==> config.mk <==
export PLATFORM = sky130hd
export DESIGN_NAME = irig_frame_sync
export DESIGN_NICKNAME = d
export VERILOG_FILES = /design/src/rtl/irig_pkg.sv /design/src/rtl/irig_pps_gen.sv /design/src/rtl/irig_frame_sync.sv
export SDC_FILE = /design/constraint.sdc
export NUM_CORES = 1
export LEC_CHECK = 0
export ABC_AREA = 0
export BUFFER_PORTS_ARGS = -buffer_cell sky130_fd_sc_hd__buf_4
export CAP_MARGIN = 20
export CORE_MARGIN = 2
export CORE_UTILIZATION = 38
export CTS_CLUSTER_DIAMETER = 200
export CTS_CLUSTER_SIZE = 30
export DETAILED_ROUTE_END_ITERATION = 8
export MAX_ROUTING_LAYER = met4
export PLACE_DENSITY = 0.61
export SETUP_SLACK_MARGIN = 0.05
export SYNTH_ARGS = -nofsm -noshare
export SYNTH_HDL_FRONTEND = slang
export SYNTH_SLANG_ARGS = --single-unit
export TNS_END_PERCENT = 50
==> constraint.sdc <==
create_clock -name clk_10mhz -period 4.1 [get_ports clk_10mhz]
set_input_delay 0.82 -clock clk_10mhz [delete_from_list [all_inputs] [get_ports clk_10mhz]]
set_output_delay 0.82 -clock clk_10mhz [all_outputs]
set_load 0.1 [all_outputs]
==> src/rtl/irig_pkg.sv <==
// Symbol encodings, FSM states and frame index tables for the IRIG-B frame synchronizer.
// IRIG_SBS_EN widens the capture word with the straight-binary seconds-of-day field.
package irig_pkg;

  localparam logic [1:0] SYM_D0   = 2'b00;
  localparam logic [1:0] SYM_D1   = 2'b01;
  localparam logic [1:0] SYM_MARK = 2'b10;
  localparam logic [1:0] SYM_ERR  = 2'b11;

  localparam logic [1:0] ST_HUNT  = 2'd0;
  localparam logic [1:0] ST_PMARK = 2'd1;
  localparam logic [1:0] ST_FRAME = 2'd2;

  localparam logic [6:0] IDX_LAST = 7'd99;

  // Capture word layout: one flat vector, fields packed LSB-first.
  localparam int SEC_LSB = 0;
  localparam int MIN_LSB = 7;
  localparam int HR_LSB  = 14;
  localparam int DAY_LSB = 20;
  localparam int YR_LSB  = 30;
  localparam int SBS_LSB = 38;
`ifdef IRIG_SBS_EN
  localparam int CAP_W = 55;
`else
  localparam int CAP_W = 38;
`endif

  typedef struct packed {
    logic       en;
    logic [5:0] pos;
  } cap_t;

  function automatic logic [99:0] marker_mask();
    logic [99:0] m;
    m    = '0;
    m[0] = 1'b1;
    for (int i = 9; i < 100; i += 10) m[i] = 1'b1;
    return m;
  endfunction

  localparam logic [99:0] MARKER_MASK = marker_mask();

  // Maps a frame index to its bit position in the capture word.
  function automatic cap_t cap_map(input logic [6:0] idx);
    cap_t c;
    c.en  = 1'b1;
    c.pos = '0;
    if      (idx inside {[7'd1:7'd4]})   c.pos = 6'(idx - 7'd1);
    else if (idx inside {[7'd6:7'd8]})   c.pos = 6'(idx - 7'd2);
    else if (idx inside {[7'd10:7'd13]}) c.pos = 6'(idx - 7'd3);
    else if (idx inside {[7'd15:7'd17]}) c.pos = 6'(idx - 7'd4);
    else if (idx inside {[7'd20:7'd23]}) c.pos = 6'(idx - 7'd6);
    else if (idx inside {[7'd25:7'd26]}) c.pos = 6'(idx - 7'd7);
    else if (idx inside {[7'd30:7'd33]}) c.pos = 6'(idx - 7'd10);
    else if (idx inside {[7'd35:7'd38]}) c.pos = 6'(idx - 7'd11);
    else if (idx inside {[7'd40:7'd41]}) c.pos = 6'(idx - 7'd12);
    else if (idx inside {[7'd50:7'd53]}) c.pos = 6'(idx - 7'd20);
    else if (idx inside {[7'd55:7'd58]}) c.pos = 6'(idx - 7'd21);
`ifdef IRIG_SBS_EN
    else if (idx inside {[7'd80:7'd88]}) c.pos = 6'(idx - 7'd42);
    else if (idx inside {[7'd90:7'd97]}) c.pos = 6'(idx - 7'd43);
`endif
    else c.en = 1'b0;
    return c;
  endfunction

endpackage

==> src/rtl/irig_pps_gen.sv <==
// PPS generator: armed at frame completion, fires on the next rising edge while locked,
// and holds pps high for PPS_CYC cycles regardless of later lock loss.
module irig_pps_gen #(
  parameter int unsigned PPS_CYC = 1
) (
  input  logic clk_10mhz,
  input  logic rst,
  input  logic arm_set_i,
  input  logic arm_clr_i,
  input  logic locked_i,
  input  logic sym_rise_i,
  output logic pps_o
);

  localparam int CW = 20;

  logic          arm_q, arm_d;
  logic          pps_q, pps_d;
  logic [CW-1:0] cnt_q, cnt_d;
  logic          trig;

  assign trig  = sym_rise_i && arm_q && locked_i;
  assign pps_o = pps_q;

  always_comb begin
    arm_d = arm_q;
    pps_d = pps_q;
    cnt_d = cnt_q;
    if (pps_q) begin
      if (cnt_q == '0) pps_d = 1'b0;
      else             cnt_d = cnt_q - CW'(1);
    end
    if (trig) begin
      pps_d = 1'b1;
      cnt_d = CW'(PPS_CYC - 1);
      arm_d = 1'b0;
    end
    if (arm_set_i) arm_d = 1'b1;
    if (arm_clr_i) arm_d = 1'b0;
  end

  always_ff @(posedge clk_10mhz or negedge rst) begin
    if (!rst) begin
      arm_q <= 1'b0;
      pps_q <= 1'b0;
      cnt_q <= '0;
    end else begin
      arm_q <= arm_d;
      pps_q <= pps_d;
      cnt_q <= cnt_d;
    end
  end

endmodule

==> src/rtl/irig_frame_sync.sv <==
// IRIG-B frame controller: acquires double-marker alignment, checks the 100-symbol frame,
// assembles BCD time fields and schedules pps. IRIG_SBS_EN adds the sbs output.
module irig_frame_sync
  import irig_pkg::*;
#(
  parameter int unsigned TIMEOUT_CYC = 120000,
  parameter int unsigned PPS_CYC     = 1
) (
  input  logic        clk_10mhz,
  input  logic        rst,
  input  logic        sym_valid,
  input  logic [1:0]  sym,
  input  logic        sym_rise,
  output logic        pps,
  output logic        locked,
  output logic        ts_valid,
  output logic [6:0]  seconds,
  output logic [6:0]  minutes,
  output logic [5:0]  hours,
  output logic [9:0]  days,
  output logic [7:0]  years,
`ifdef IRIG_SBS_EN
  output logic [16:0] sbs,
`endif
  output logic        frame_err
);

  localparam int WD_W = $clog2(TIMEOUT_CYC + 1);
  localparam logic [WD_W-1:0] WD_TO    = WD_W'(TIMEOUT_CYC);
  localparam logic [WD_W-1:0] WD_TO_M1 = WD_W'(TIMEOUT_CYC - 1);

  logic [1:0]       state_q, state_d;
  logic [6:0]       idx_q, idx_d;
  logic [WD_W-1:0]  wd_q, wd_d;
  logic [CAP_W-1:0] shadow_q, shadow_d;
  logic [CAP_W-1:0] fields_q, fields_d;
  logic             locked_q, locked_d;
  logic             ts_valid_q, ts_valid_d;
  logic             frame_err_q, frame_err_d;
  logic             arm_set, arm_clr;
  logic             is_mark, bad_sym;
  cap_t             cap;

  assign is_mark = (sym == SYM_MARK);
  assign bad_sym = (sym == SYM_ERR) || (is_mark != MARKER_MASK[idx_q]);
  assign cap     = cap_map(idx_q);

  always_comb begin
    state_d     = state_q;
    idx_d       = idx_q;
    shadow_d    = shadow_q;
    fields_d    = fields_q;
    locked_d    = locked_q;
    ts_valid_d  = 1'b0;
    frame_err_d = 1'b0;
    arm_set     = 1'b0;
    arm_clr     = 1'b0;
    wd_d        = (wd_q == WD_TO) ? wd_q : wd_q + WD_W'(1);
    if (sym_valid) begin
      wd_d = '0;
      case (state_q)
        ST_HUNT:  if (is_mark) state_d = ST_PMARK;
        ST_PMARK: begin
          // Second consecutive MARK is Pr (index 0); next symbol is index 1.
          state_d = is_mark ? ST_FRAME : ST_HUNT;
          idx_d   = is_mark ? 7'd1 : 7'd0;
        end
        ST_FRAME: begin
          if (bad_sym) begin
            frame_err_d = 1'b1;
            locked_d    = 1'b0;
            arm_clr     = 1'b1;
            idx_d       = '0;
            state_d     = is_mark ? ST_PMARK : ST_HUNT;
          end else begin
            if (cap.en) shadow_d[cap.pos] = sym[0];
            if (idx_q == IDX_LAST) begin
              idx_d      = '0;
              fields_d   = shadow_d;
              shadow_d   = '0;
              ts_valid_d = 1'b1;
              locked_d   = 1'b1;
              arm_set    = 1'b1;
            end else begin
              idx_d = idx_q + 7'd1;
            end
          end
        end
        default: state_d = ST_HUNT;
      endcase
    end else if (state_q != ST_HUNT && wd_q == WD_TO_M1) begin
      state_d     = ST_HUNT;
      idx_d       = '0;
      locked_d    = 1'b0;
      arm_clr     = 1'b1;
      frame_err_d = 1'b1;
    end
  end

  always_ff @(posedge clk_10mhz or negedge rst) begin
    if (!rst) begin
      state_q     <= ST_HUNT;
      idx_q       <= '0;
      wd_q        <= '0;
      shadow_q    <= '0;
      fields_q    <= '0;
      locked_q    <= 1'b0;
      ts_valid_q  <= 1'b0;
      frame_err_q <= 1'b0;
    end else begin
      state_q     <= state_d;
      idx_q       <= idx_d;
      wd_q        <= wd_d;
      shadow_q    <= shadow_d;
      fields_q    <= fields_d;
      locked_q    <= locked_d;
      ts_valid_q  <= ts_valid_d;
      frame_err_q <= frame_err_d;
    end
  end

  irig_pps_gen #(.PPS_CYC(PPS_CYC)) u_pps (
    .clk_10mhz  (clk_10mhz),
    .rst        (rst),
    .arm_set_i  (arm_set),
    .arm_clr_i  (arm_clr),
    .locked_i   (locked_q),
    .sym_rise_i (sym_rise),
    .pps_o      (pps)
  );

  assign locked    = locked_q;
  assign ts_valid  = ts_valid_q;
  assign frame_err = frame_err_q;
  assign seconds   = fields_q[SEC_LSB +: 7];
  assign minutes   = fields_q[MIN_LSB +: 7];
  assign hours     = fields_q[HR_LSB  +: 6];
  assign days      = fields_q[DAY_LSB +: 10];
  assign years     = fields_q[YR_LSB  +: 8];
`ifdef IRIG_SBS_EN
  assign sbs       = fields_q[SBS_LSB +: 17];
`endif

endmodule

Word level (Yosys, flattened, before mapping)
Memories as Yosys holds them, arrays and structs flattened. Cells that the tools add are included.

Flip-flop bits (word level): 127. Bits in read-only memories: 128. Input bits: 6. Output and inout port bits: 42. Logic and storage cells: 160. Memories kept: 1.

Add/sub/neg operators: 14. Magnitude comparators: 25. Equal/unequal tests: 15. Multiplexer cells: 65. Bitwise logic cells: 1. Reduce and logical (&&, ||, !) cells: 28.

Memory list: (name not given) (depth 128, width 1, rd ports 1, clocked after memory_dff 0, wr ports 0, RTL line irig_frame_sync.sv:45) `assign bad_sym = (sym == SYM_ERR) || (is_mark != MARKER_MASK[idx_q]);`.

Operators by type and width (number): 2-to-1 mux 38 bit (2); 2-to-1 mux 6 bit (11); 2-to-1 mux 20 bit (3); bitwise mux 38 bit (1); less-or-equal comparator 7 x 6 -> 1 bit (second input constant) (5); == test 17 bit (second input constant) (2); 2-to-1 mux 1 bit (34); 2-to-1 mux 17 bit (2); >= comparator 7 x 6 -> 1 bit (second input constant) (4); 2-to-1 mux 7 bit (4); >= comparator 7 x 5 -> 1 bit (second input constant) (3); less-or-equal comparator 7 x 5 -> 1 bit (second input constant) (3); logical NOT 20 bit (1); subtractor 20 x 1 -> 20 bit (second input constant) (1); subtractor 6 x 3 -> 6 bit (second input constant) (3); subtractor 6 x 4 -> 6 bit (second input constant) (3); adder 17 x 1 -> 17 bit (second input constant) (1); logical AND 1 bit (15); >= comparator 7 x 4 -> 1 bit (second input constant) (2); less-or-equal comparator 7 x 4 -> 1 bit (second input constant) (2); one-hot mux 7 bit (2 select lines) (1); subtractor 6 x 2 -> 6 bit (second input constant) (2); subtractor 6 x 5 -> 6 bit (second input constant) (2); 2-to-1 mux 2 bit (5); 26 further kinds (36).

Logic depth before layout (Yosys ltp)
Depth after elaboration: 20. Gate-level depth with buffers: 16. Gate-level depth less buffers: 11.

By module
A second synthesis with hierarchy kept.

Cells, all modules: 847. Area, all modules: 7961.4 um2.

Modules (own cells, without submodules): irig_frame_sync (instances 1, cells an instance 726, area each 6762.7 um2, seq. area each 2627.5 um2); irig_pps_gen (instances 1, cells an instance 121, area each 1198.6 um2, seq. area each 550.5 um2).

Worst setup path before layout
OpenSTA, ideal clock, no wires.

Path kind: reg2reg. Start point: register idx_q[2]. End point: register shadow_q[15]. Setup time: 0.122 ns. Arrival: 3.459 ns. Data required time: 3.978 ns. Path slack: 0.520 ns. Cell stages (with the launch flop): 14. Buffers on the path: 3. Clock period less this slack: 3.580 ns. Cell sequence: dfrtp_1 clkbuf_1 inv_1 ha_1 and2_1 o211ai_1 and2_0 clkbuf_1 a311oi_1 o41a_1 buf_2 nor3_2 nand3_1 a32o_1.

Word-level cells in the longest chain between the ends: 20. Elaborated cells between the ends (all ways): 81. Classes of those cells: add/sub: 11; order compare: 24; eq/ne: 2; mux: 28; bitwise: 1; reduce/logical: 14; memory: 1.

Ends and longest elaborated chain: start: declaration (RTL line irig_frame_sync.sv:33) `logic [6:0] idx_q, idx_d;`; start signal: assignment (RTL line irig_frame_sync.sv:112) `idx_q <= idx_d;`; >= comparator 7 x 6 -> 1 bit or less-or-equal comparator 7 x 6 -> 1 bit (tied branches) (RTL line irig_pkg.sv:59) `else if (idx inside {[7'd55:7'd58]}) c.pos = 6'(idx - 7'd21);`; logical AND 1 bit (RTL line irig_pkg.sv:59); 2-to-1 mux 6 bit (RTL line irig_pkg.sv:59); 2-to-1 mux 6 bit (RTL line irig_pkg.sv:58) `else if (idx inside {[7'd50:7'd53]}) c.pos = 6'(idx - 7'd20);`; 2-to-1 mux 6 bit (RTL line irig_pkg.sv:57) `else if (idx inside {[7'd40:7'd41]}) c.pos = 6'(idx - 7'd12);`; 2-to-1 mux 6 bit (RTL line irig_pkg.sv:56) `else if (idx inside {[7'd35:7'd38]}) c.pos = 6'(idx - 7'd11);`; 2-to-1 mux 6 bit (RTL line irig_pkg.sv:55) `else if (idx inside {[7'd30:7'd33]}) c.pos = 6'(idx - 7'd10);`; 2-to-1 mux 6 bit (RTL line irig_pkg.sv:54) `else if (idx inside {[7'd25:7'd26]}) c.pos = 6'(idx - 7'd7);`; (+4 left out); 2-to-1 mux 6 bit (RTL line irig_pkg.sv:49) `if (idx inside {[7'd1:7'd4]}) c.pos = 6'(idx - 7'd1);`; < comparator 6 x 7 -> 1 bit (not written as such) or >= comparator 6 x 1 -> 1 bit (tied branches) (RTL line irig_frame_sync.sv:76) `if (cap.en) shadow_d[cap.pos] = sym[0];`; logical AND 1 bit (not written as such) (RTL line irig_frame_sync.sv:76); 2-to-1 mux 1 bit (not written as such) (RTL line irig_frame_sync.sv:76); demux 1 bit (select 6 bit) (RTL line irig_frame_sync.sv:76); bitwise mux 38 bit (RTL line irig_frame_sync.sv:76); 2-to-1 mux 38 bit (RTL line irig_frame_sync.sv:76); 2-to-1 mux 38 bit (RTL line irig_frame_sync.sv:77) `if (idx_q == IDX_LAST) begin`; end signal: assignment (RTL line irig_frame_sync.sv:114) `shadow_q <= shadow_d;`; end: declaration (RTL line irig_frame_sync.sv:35) `logic [CAP_W-1:0] shadow_q, shadow_d;`.

Several ways; a longest one is shown, not always the timed one. The select of a mux whose other input is x is not followed. A chain may end at the register's enable or synchronous reset.

Worst setup path after layout
Start point: register idx_q[1]. End point: register shadow_q[26].

The elaborated chain is that of the path after synthesis.

==> reports/qor.txt <==
first-pass GRT wire length: 33400 um
Reg2Reg Setup Slack: 0.25 ns
critical path cell sequence: inv_1 -> ha_1 -> buf_4 -> nor2b_1 -> a221oi_2 -> nand3b_1 -> o21ai_1 -> a311oi_1 -> o41a_1 -> or4b_4 -> nor2_4 -> a32o_2
Synth top area share: 0.4214
final hold vios: 0
syn avg cell area: 8.999 um^2
clock root buffer: clkbuf_16
outcome: completed
Clock Skew: 0.01544 ns
die height: 144.9 um
share of cells above drive strength 1: 0.1989
Max VDD drop: 302.1 uV
Filler Cell Count: 1872
Slew @ Worst Pin: 0.9354 ns
CTS Buf Count: 17
global route overflow: 0
CTS tree: built
Synth Cell Area: 7541 um^2
slowest CP cell: or4b_4
synthesis-stage register bit count: 127
P_sw: 889.4 uW
Worst Setup Path Type: reg2reg
YS warnings: 0
Ports: 48
WL final: 20250 um
GRT Total Usage: 0.2077
commonest non-fill, non-tap cell in the layout: nand2_1
ant diodes: 0
max-cap viol count: 0
dpl hpwl: 14370 um
via count: 6605
vias per cell: 5.597
combinational group share of total power: 0.149
Post-route DRC: 0
clk buf depth: 2
Leakage Power: 4.206 nW
core area: 19460 um^2
switching part of the total power: 0.2668
Required @ worst endpoint: 4.45 ns
Tcrit/Tclk final: 0.9390
Int Pwr: 2.444 mW
synthesized instance count: 838
initial antenna violation count: 0
DRT iter0 DRCs: 529
CP max stage delay: 0.64 ns
Worst-path clk slew: 0.06 ns
sequential area share after synthesis: 0.4214
Setup Viol. Count Final: 0
starting density of the core: 0.3875
most frequent cells in the layout: nand2_1 (170), dfrtp_1 (127), buf_4 (96)
Nets: 927
area leader, netlist: dfrtp_1
fin crit period: 3.850 ns
nature of the critical path startpoint: flip-flop
Seq pwr share: 0.385
RSZ-0062 raised after global routing: false
crit path DAT: 4.20 ns
Die Width: 144.9 um
Max Slew Vio Count: 0
EDFF count, synth: 0
Routed Antenna Nets: 0
Placement Rows: 51
# hold bufs at CTS: 0
Total Power: 3.333 mW
vias in the first global route: 6324
die area: 20990 um^2
Layout area overhead: 19.26%
post-DR wirelength/cell: 17.16 um
ys async rst share: 1.000
setup TNS: 0 ns
Hold Crit Class: reg2reg
crit-path max FO: 12
Worst-Skew Late Latency: 0.42 ns
f_max: 259.8 MHz
Power Density: 370.6 nW/um^2
GPL Wtd Cong: 0.9725
H-Tree Depth: 4
Mapped Nets: 863
pin count of the biggest net entering global routing: 74
cells taking the most area after synthesis: dfrtp_1 (42%), nand2_1 (8.5%), ha_1 (3.2%)
Most used DFF post-synth: dfrtp_1
Pre-antenna DRT Iters: 5
Port Buffer Count: 47
Rel. slew slack: 0.3764
Clock Power Share: 0.466
Critical Path End Type: flip-flop
Setup Fix Bufs, Post-CTS: 0
Unique masters post-synth: 89
clk sink count: 127
final timing paths:
path / start / end / depth (start not counted)
worst min-delay path: shadow_q[29] / fields_q[29] / 2
max in group asynchronous: rst / u_pps.cnt_q[12] / 2
worst max-delay path: idx_q[1] / shadow_q[26] / 12
worst min register to register: shadow_q[29] / fields_q[29] / 2
worst max register to register: idx_q[1] / shadow_q[26] / 12
min in group asynchronous: rst / fields_q[15] / 1
layout make-up:
cell class / count / area [um^2] / share of cell area
clock buffers: 19 / 452.9 / 0.05036
repair buffers: 97 / 740.7 / 0.08236
clock inverters: 13 / 160.2 / 0.01781
inverters: 18 / 67.56 / 0.007513
multi-input cells: 641 / 4063 / 0.4517
well taps: 265 / 331.6 / 0.03687
flip-flops and latches: 127 / 3178 / 0.3534
power by group through the flow:
stage               combinational [mW]  sequential (mW)  clock [mW]
floorplan                        0.293             1.31           0
global placement                 0.483             1.31           0
detailed placement               0.482             1.31           0
CTS                              0.487             1.28        1.58
global route                     0.539             1.29        1.64
finish                           0.495             1.28        1.55
flip-flops by register name (all words and copies together), names as in the netlist:
signal       cells
fields_q        38
frame_err        1
idx_q            7
locked           1
shadow_q        38
state_q          2
ts_valid         1
u_pps.arm_q      1
u_pps.cnt_q     20
u_pps.pps_o      1
wd_q            17
stage by stage:
| step | cells | cell area (um^2) | utilization | hold WS (ns) | setup slack [ns] |
|---|---|---|---|---|---|
| after floorplan | 838 | 7541 | - | 0.4385 | 0.5199 |
| after global placement | 1148 | 8369 | 0.4300 | 0.4465 | 0.2607 |
| after detailed placement | 1148 | 8369 | 0.4300 | 0.4539 | 0.3278 |
| after CTS | 1180 | 8982 | 0.4615 | 0.4694 | 0.2923 |
| after global routing | 1180 | 8994 | 0.4621 | 0.4977 | 0.08959 |
| final | 1180 | 8994 | 0.4621 | 0.4656 | 0.2503 |
cells in the mapped netlist (4+ instances only):
library cell and count:
buf_4 4, dfrtp_1 127, or3_1 6, o2111ai_1 5
nand3b_1 4, nand4_1 6, inv_1 17, a21oi_1 23
nand2b_1 9, a31oi_1 11, mux2i_1 12, o21ai_0 34
buf_1 5, buf_2 15, a31o_2 11, nand2_1 170
or2_2 5, xor2_1 16, nor3b_1 4, o211ai_1 7
a221oi_2 4, clkbuf_1 26, o31ai_1 5, xnor2_1 19
and3_1 13, mux2_2 5, nor4_1 7, nor3_1 15
or4_1 6, and2b_1 4, ha_1 19, and2_1 10
o22ai_1 4, nor2_1 63, nand3_1 30, nor2b_1 12
a32o_1 14, a32o_2 8
cells by family after synthesis:
logic type	Yosys count	synth area share
simple gates	396	0.2660
compound gates	174	0.1757
flops	127	0.4214
buf+inv	70	0.04131
xor+xnor	35	0.04065
fa+ha+maj	19	0.03153
mux	17	0.02339
repair_timing:
action | in CTS | in global routing
endpoints found under the setup margin | 0 | 2
endpoints found under the hold margin | 0 | 0
gates resized for setup | 0 | 2
metal layers:
metal | vias to the layer above | routed length [um] | global-route usage
met5 | - | 0 | -
met1 | 3218 | 9396 | 0.2767
met4 | 0 | 549 | 0.07256
met3 | 41 | 949 | 0.03027
li1 | 3128 | - | -
met2 | 218 | 9357 | 0.3247
critical path: cells and delay by family (launching register included):
family / cells / cell delay, ns
AOI/OAI and AO/OA: 5 / 1.51
adders and majority gates: 1 / 0.22
buffers and inverters: 2 / 0.41
DFF: 1 / 0.47
and+or+nand+nor: 4 / 1.17
Power figures use the tool's default switching activity.
